File: src/rtl/boot_sequencer_if.sv
// Boot sequencer bus: boot request, per-core start PCs and halt flags in,
// per-core resets, latched start PCs and status out.
// master = board/bench side, slave = sequencer side.
interface boot_sequencer_if #(
  parameter int NUM_CORES = 2,
  parameter int ADDR_W    = 32
);
  logic                        start;
  logic [NUM_CORES*ADDR_W-1:0] boot_addr_in;
  logic [NUM_CORES-1:0]        core_halted;
  logic [NUM_CORES-1:0]        core_rst;
  logic [NUM_CORES*ADDR_W-1:0] startPC;
  logic                        busy;
  logic                        done;
  logic                        timeout;
  logic [31:0]                 cycle_count;

  modport master (
    output start, boot_addr_in, core_halted,
    input  core_rst, startPC, busy, done, timeout, cycle_count
  );

  modport slave (
    input  start, boot_addr_in, core_halted,
    output core_rst, startPC, busy, done, timeout, cycle_count
  );
endinterface

File: src/rtl/boot_sequencer.sv
// Boot sequencer: holds all cores in reset, releases them one by one with
// latched start PCs, then supervises the run until every core halts or the
// run budget expires.
// Optional feature macro: BOOT_SEQ_PERF_CNT_EN exposes the run-cycle counter
// on cycle_count; without it cycle_count reads 0.
//
// state     | meaning
// ----------+---------------------------------------------------------
// S_IDLE    | after reset, all cores in reset, waiting for start
// S_HOLD    | all cores held in reset for HOLD_CYCLES
// S_RELEASE | dropping core resets in index order, STAGGER apart
// S_RUN     | all cores running, counting run cycles
// S_DONE    | run finished (halt or budget), cores back in reset
module boot_sequencer #(
  parameter int NUM_CORES   = 2,
  parameter int ADDR_W      = 32,
  parameter int HOLD_CYCLES = 16,
  parameter int STAGGER     = 4,
  parameter int RUN_CYCLES  = 1000
) (
  input logic            CLK,
  input logic            RESET,
  boot_sequencer_if.slave bus
);

  localparam int IDX_W = (NUM_CORES > 1) ? $clog2(NUM_CORES) : 1;
  localparam logic [IDX_W-1:0] LAST_IDX = IDX_W'(NUM_CORES - 1);

  typedef enum logic [2:0] {
    S_IDLE,
    S_HOLD,
    S_RELEASE,
    S_RUN,
    S_DONE
  } state_t;

  state_t                      state_q;
  logic [31:0]                 tmr_q;
  logic [IDX_W-1:0]            idx_q;
  logic [31:0]                 run_cnt_q;
  logic [31:0]                 run_cnt_d;
  logic [NUM_CORES-1:0]        core_rst_q;
  logic [NUM_CORES*ADDR_W-1:0] start_pc_q;
  logic                        busy_q;
  logic                        done_q;
  logic                        timeout_q;
  logic                        all_halted;
  logic                        budget_hit;

  // Saturating run counter increment; budget compares against the value
  // the counter would take on this edge.
  assign run_cnt_d  = (run_cnt_q == 32'hFFFF_FFFF) ? run_cnt_q : run_cnt_q + 32'd1;
  assign all_halted = &bus.core_halted;
  assign budget_hit = (RUN_CYCLES != 0) && (run_cnt_d == 32'(RUN_CYCLES));

  // Sequencing FSM with registered outputs; async reset forces cores into reset.
  always_ff @(posedge CLK or posedge RESET) begin
    if (RESET) begin
      state_q    <= S_IDLE;
      tmr_q      <= '0;
      idx_q      <= '0;
      run_cnt_q  <= '0;
      core_rst_q <= '1;
      start_pc_q <= '0;
      busy_q     <= 1'b0;
      done_q     <= 1'b0;
      timeout_q  <= 1'b0;
    end else begin
      case (state_q)
        S_IDLE, S_DONE: begin
          if (bus.start) begin
            state_q    <= S_HOLD;
            start_pc_q <= bus.boot_addr_in;
            tmr_q      <= 32'(HOLD_CYCLES - 1);
            idx_q      <= '0;
            run_cnt_q  <= '0;
            core_rst_q <= '1;
            busy_q     <= 1'b1;
            done_q     <= 1'b0;
            timeout_q  <= 1'b0;
          end
        end
        S_HOLD: begin
          if (tmr_q == 32'd0) begin
            core_rst_q[0] <= 1'b0;
            if (NUM_CORES == 1) begin
              state_q   <= S_RUN;
              run_cnt_q <= '0;
            end else begin
              state_q <= S_RELEASE;
              idx_q   <= IDX_W'(1);
              tmr_q   <= 32'(STAGGER - 1);
            end
          end else begin
            tmr_q <= tmr_q - 32'd1;
          end
        end
        S_RELEASE: begin
          if (tmr_q == 32'd0) begin
            core_rst_q[idx_q] <= 1'b0;
            if (idx_q == LAST_IDX) begin
              state_q   <= S_RUN;
              run_cnt_q <= '0;
            end else begin
              idx_q <= idx_q + IDX_W'(1);
              tmr_q <= 32'(STAGGER - 1);
            end
          end else begin
            tmr_q <= tmr_q - 32'd1;
          end
        end
        S_RUN: begin
          // Halt takes priority over budget expiry on the same edge; the
          // counter is frozen on a halt exit so it reports completed cycles.
          if (all_halted) begin
            state_q    <= S_DONE;
            core_rst_q <= '1;
            busy_q     <= 1'b0;
            done_q     <= 1'b1;
            timeout_q  <= 1'b0;
          end else begin
            run_cnt_q <= run_cnt_d;
            if (budget_hit) begin
              state_q    <= S_DONE;
              core_rst_q <= '1;
              busy_q     <= 1'b0;
              done_q     <= 1'b1;
              timeout_q  <= 1'b1;
            end
          end
        end
        default: begin
          state_q    <= S_IDLE;
          core_rst_q <= '1;
          busy_q     <= 1'b0;
          done_q     <= 1'b0;
          timeout_q  <= 1'b0;
        end
      endcase
    end
  end

  assign bus.core_rst = core_rst_q;
  assign bus.startPC  = start_pc_q;
  assign bus.busy     = busy_q;
  assign bus.done     = done_q;
  assign bus.timeout  = timeout_q;

`ifdef BOOT_SEQ_PERF_CNT_EN
  assign bus.cycle_count = run_cnt_q;
`else
  assign bus.cycle_count = 32'd0;
`endif

endmodule

File: src/flat_wrapper.sv
// flat-port wrapper written by rule: the top's interface ports become plain ports
module boot_sequencer_flat 
#(
  parameter int NUM_CORES   = 2,
  parameter int ADDR_W      = 32,
  parameter int HOLD_CYCLES = 16,
  parameter int STAGGER     = 4,
  parameter int RUN_CYCLES  = 1000
)
  (CLK, RESET, bus_start, bus_boot_addr_in, bus_core_halted, bus_core_rst, bus_startPC, bus_busy, bus_done, bus_timeout, bus_cycle_count);
  boot_sequencer_if #(.NUM_CORES(NUM_CORES), .ADDR_W(ADDR_W)) bus_i ();
  input logic CLK;
  input logic RESET;
  input wire logic [$bits(bus_i.start)-1:0] bus_start;
  input wire logic [$bits(bus_i.boot_addr_in)-1:0] bus_boot_addr_in;
  input wire logic [$bits(bus_i.core_halted)-1:0] bus_core_halted;
  output wire logic [$bits(bus_i.core_rst)-1:0] bus_core_rst;
  output wire logic [$bits(bus_i.startPC)-1:0] bus_startPC;
  output wire logic [$bits(bus_i.busy)-1:0] bus_busy;
  output wire logic [$bits(bus_i.done)-1:0] bus_done;
  output wire logic [$bits(bus_i.timeout)-1:0] bus_timeout;
  output wire logic [$bits(bus_i.cycle_count)-1:0] bus_cycle_count;
  assign bus_i.start = bus_start;
  assign bus_i.boot_addr_in = bus_boot_addr_in;
  assign bus_i.core_halted = bus_core_halted;
  assign bus_core_rst = bus_i.core_rst;
  assign bus_startPC = bus_i.startPC;
  assign bus_busy = bus_i.busy;
  assign bus_done = bus_i.done;
  assign bus_timeout = bus_i.timeout;
  assign bus_cycle_count = bus_i.cycle_count;
  boot_sequencer #(.NUM_CORES(NUM_CORES), .ADDR_W(ADDR_W), .HOLD_CYCLES(HOLD_CYCLES), .STAGGER(STAGGER), .RUN_CYCLES(RUN_CYCLES)) u_core (.CLK(CLK), .RESET(RESET), .bus(bus_i));
endmodule
File: config.mk
export PLATFORM = sky130hd
export DESIGN_NAME = boot_sequencer_flat
export DESIGN_NICKNAME = d
export VERILOG_FILES = /design/src/rtl/boot_sequencer_if.sv /design/src/rtl/boot_sequencer.sv /design/src/flat_wrapper.sv
export SDC_FILE = /design/constraint.sdc
export NUM_CORES = 1
export LEC_CHECK = 0
export BUFFER_PORTS_ARGS = -buffer_cell sky130_fd_sc_hd__buf_2
export CAP_MARGIN = 20
export CORE_MARGIN = 4
export CORE_UTILIZATION = 59
export DETAILED_ROUTE_END_ITERATION = 10
export GPL_TIMING_DRIVEN = 0
export PLACE_DENSITY = 0.86
export RECOVER_POWER = 25
export SLEW_MARGIN = 20
export SYNTH_ARGS = -nofsm -noshare
export SYNTH_HDL_FRONTEND = slang
export SYNTH_SLANG_ARGS = --single-unit
File: constraint.sdc
create_clock -name CLK -period 7.1 [get_ports CLK]
set_input_delay 1.42 -clock CLK [delete_from_list [all_inputs] [get_ports CLK]]
set_output_delay 1.42 -clock CLK [all_outputs]
set_load 0.01 [all_outputs]
==> results.ini <==
[sta]
max_freq_mhz = 230
finClkSkew_ns = 0.0111
hold_viol = 0
layout_min_cycle_time_ns = 4.34
tns_ns = 0
rsz0062_at_grt = no
slew_violations = 140
final-setup-viol-count = 0
slew_headroom_pct = -55.6
worstMarginPinSlew_ns = 2.33
finalCritPeriodShare_pct = 61.1

[global_routing]
antenna_found_initial = 0
grt-ovfl-total = 0
grt_max_degree = 99
grt_usage_pct = 29.5
grt_pass1_vias = 6705
grt_pass1_wl_mm = 33.9

[route]
wire_per_inst_um = 18.9
drt_wl_total_mm = 21.5
routed_via_density = 6.08
drc = 0
vias = 6899
drt_pass1_iterations = 7
ant_nets = 0
drtIter0Drc = 735

[yosys]
ys_seq_area_share_pct = 46.2
yosys-top-cells-area = dfrtp_1, mux2_2, o21ai_0
yosysTopAreaCell = dfrtp_1
yosys_register_bits = 137
synth_edf_count = 0
synthDistinctLibCells = 76
syn_area_per_cell_sq_um = 9.71
ys.flop_type = dfrtp_1
synthMostInstantiatedCell = dfrtp_1
synth_common_cells = dfrtp_1, o21ai_0, nand2_1, mux2_2, nor2_1
ys_async_sr_fraction_pct = 100
synth_area_sq_um = 7430
synth_top_area_share_pct = 45.5
yosys_warnings = 0
netlist_instances = 765

[clock_tree]
post_cts_buffers = 0
clkSinkCount = 137
htreeDepth = 4
cts_buffers = 17
clk-insertion-delay-late_ns = 0.43
cts_hold_buf = 0
post_cts_resized = 0
cts_buffer_depth = 2
cts_root_buf = clkbuf_16
clkSlewWorstSetupHoldPaths_ns = 0.06
cts_tree = yes

[critical_path]
crit_required_ns = 7.14
cpMaxStageDelayCell = clkbuf_2
cp_max_fo = 98
critical_path.top_delay_family = buffers and inverters
path_buf_inv = 3
crit_end = u_core.run_cnt_q[22]
reg2reg_depth = 11
path_class = primary input to async pin
r2r-end = u_core.state_q[1]
start_kind = primary input
worstSetupEndpointType = async pin
regToRegStartpoint = u_core.run_cnt_q[0]
cp_cell_sequence = clkbuf_1, clkinvlp_2, clkbuf_2
max_stage_delay_ns = 1.82
cp.depth = 3
ff2ff_setup_slack_ns = 3.25
arrival_ns = 4.38
worstSetupStartpoint = RESET

[flow_run]
max-cap-violations = 2

[cells_and_area]
nNetsFinal = 1025
antenna_cells = 0
fillers = 831
areaGrowthSynthToFinish_pct = 22.1
final_cells = 1134
drive_gt1_share_pct = 32.0

[run_status]
violations = max-capacitance violations, max-slew violations
outcome = finished, violations left

[floorplanning]
die_width_um = 120
initial_core_util_pct = 61.1
chipHeight_um = 120
die_area_sq_um = 14500
io_pins = 170
fp-row-count = 40
core_sq_um = 12200

[pwr]
leakagePower_nw = 4.20
p_total_mw = 3.10
p_per_area_nw_per_um2 = 342
ir_drop_mv = 0.222

[placement]
place_inst = 1102
dpl.hpwl_mm = 14.5
io_buffer_count = 137
gp_congestion = 0.982

[hold_path]
hp-class = flop to flop

[layout by cell type (no fill, tap or decap), types with 17 or more instances in the layout]
cell	count
a21oi_1	34
a31oi_1	18
buf_2	150
buf_4	34
clkbuf_1	24
clkbuf_16	17
conb_1	32
dfrtp_1	135
mux2_2	64
nand2_1	70
nand3_1	27
nor2_1	50
nor3_1	27
o21ai_0	79
[registers in the layout (all words and copies together), names as in the netlist]
register,cells
u_core.bus.startPC,64
u_core.bus.done,1
u_core.state_q,3
u_core.bus.core_rst,2
u_core.run_cnt_q,32
u_core.idx_q,1
u_core.tmr_q,32
u_core.bus.busy,1
u_core.bus.timeout,1
[cell type report]
cell class              count  area [sq um]  share of cell area [%]
multi-input cells         570          3620                    39.9
flip-flops and latches    137          3430                    37.8
repair buffers            138           689                    7.60
clock buffers              22           484                    5.34
plain buffers              79           459                    5.06
well taps                 168           210                    2.32
clock inverters            10           140                    1.54
inverters                  10          38.8                   0.428
[cell families after synthesis]
group / count (synthesis) / share of synthesized area [%]
AOI/OAI and AO/OA: 197 / 16.8
other: 1 / 0.0505
DFF: 137 / 46.2
buffers and inverters: 89 / 6.68
muxes: 64 / 9.70
and+or+nand+nor: 261 / 18.5
xor gates and xnor gates: 13 / 1.53
adders and majority gates: 3 / 0.505
[worst min-delay path by stage]
stage / start / to / slack (ns) / cells after the start
2_1_floorplan: u_core.tmr_q[23] / u_core.tmr_q[23] / 0.44 / 1
3_3_place_gp: u_core.bus.core_rst[1] / u_core.bus.core_rst[1] / 0.45 / 2
6_report: u_core.bus.core_rst[1] / u_core.bus.core_rst[1] / 0.48 / 2
4_1_cts: u_core.bus.core_rst[0] / u_core.bus.core_rst[0] / 0.48 / 2
3_5_place_dp: u_core.bus.core_rst[1] / u_core.bus.core_rst[1] / 0.46 / 2
5_1_grt: u_core.bus.core_rst[0] / u_core.bus.core_rst[0] / 0.48 / 2
[worst reg2reg max path, delay by kind of cell, from the launching register on]
kind / cells / cell delay [ns]
adder cells (fa/ha/maj): 1 / 0.32
AND/OR/NAND/NOR: 7 / 2.34
AO/OA/AOI/OAI: 1 / 0.27
buffers and inverters: 1 / 0.13
flip-flops: 1 / 0.48
XOR/XNOR: 1 / 0.20
[stage by stage]
| stage | utilization (%) | setup slack [ns] | cell area [sq um] | hold slack, ns |
|---|---|---|---|---|
| 5_1_grt | 74.6 | 2.09 | 9070 | 0.484 |
| 3_5_place_dp | 69.7 | 3.42 | 8480 | 0.461 |
| 6_report | 74.6 | 2.76 | 9070 | 0.477 |
| 3_3_place_gp | 69.4 | 0.615 | 8440 | 0.450 |
| 4_1_cts | 74.8 | 3.38 | 9100 | 0.475 |
| 2_1_floorplan | - | 2.02 | 7550 | 0.440 |
[power by group]
group | internal [mW] | switching [mW] | total, mW | leakage [nW]
clock | 0.591 | 0.345 | 0.936 | 0.304
sequential | 1.06 | 0.199 | 1.26 | 1.75
combinational | 0.412 | 0.498 | 0.911 | 2.14
[per-layer routing]
metal  GRT usage [%]  part of all wire [%]  vias to the layer above
met3            6.27                   7.9                       99
li1                -                     -                     3114
met4            16.4                   5.0                        0
met1            36.1                    37                     3275
met5               0                     0                        -
met2            48.8                    50                      411
No activity file was read; power rests on OpenSTA's default activity.
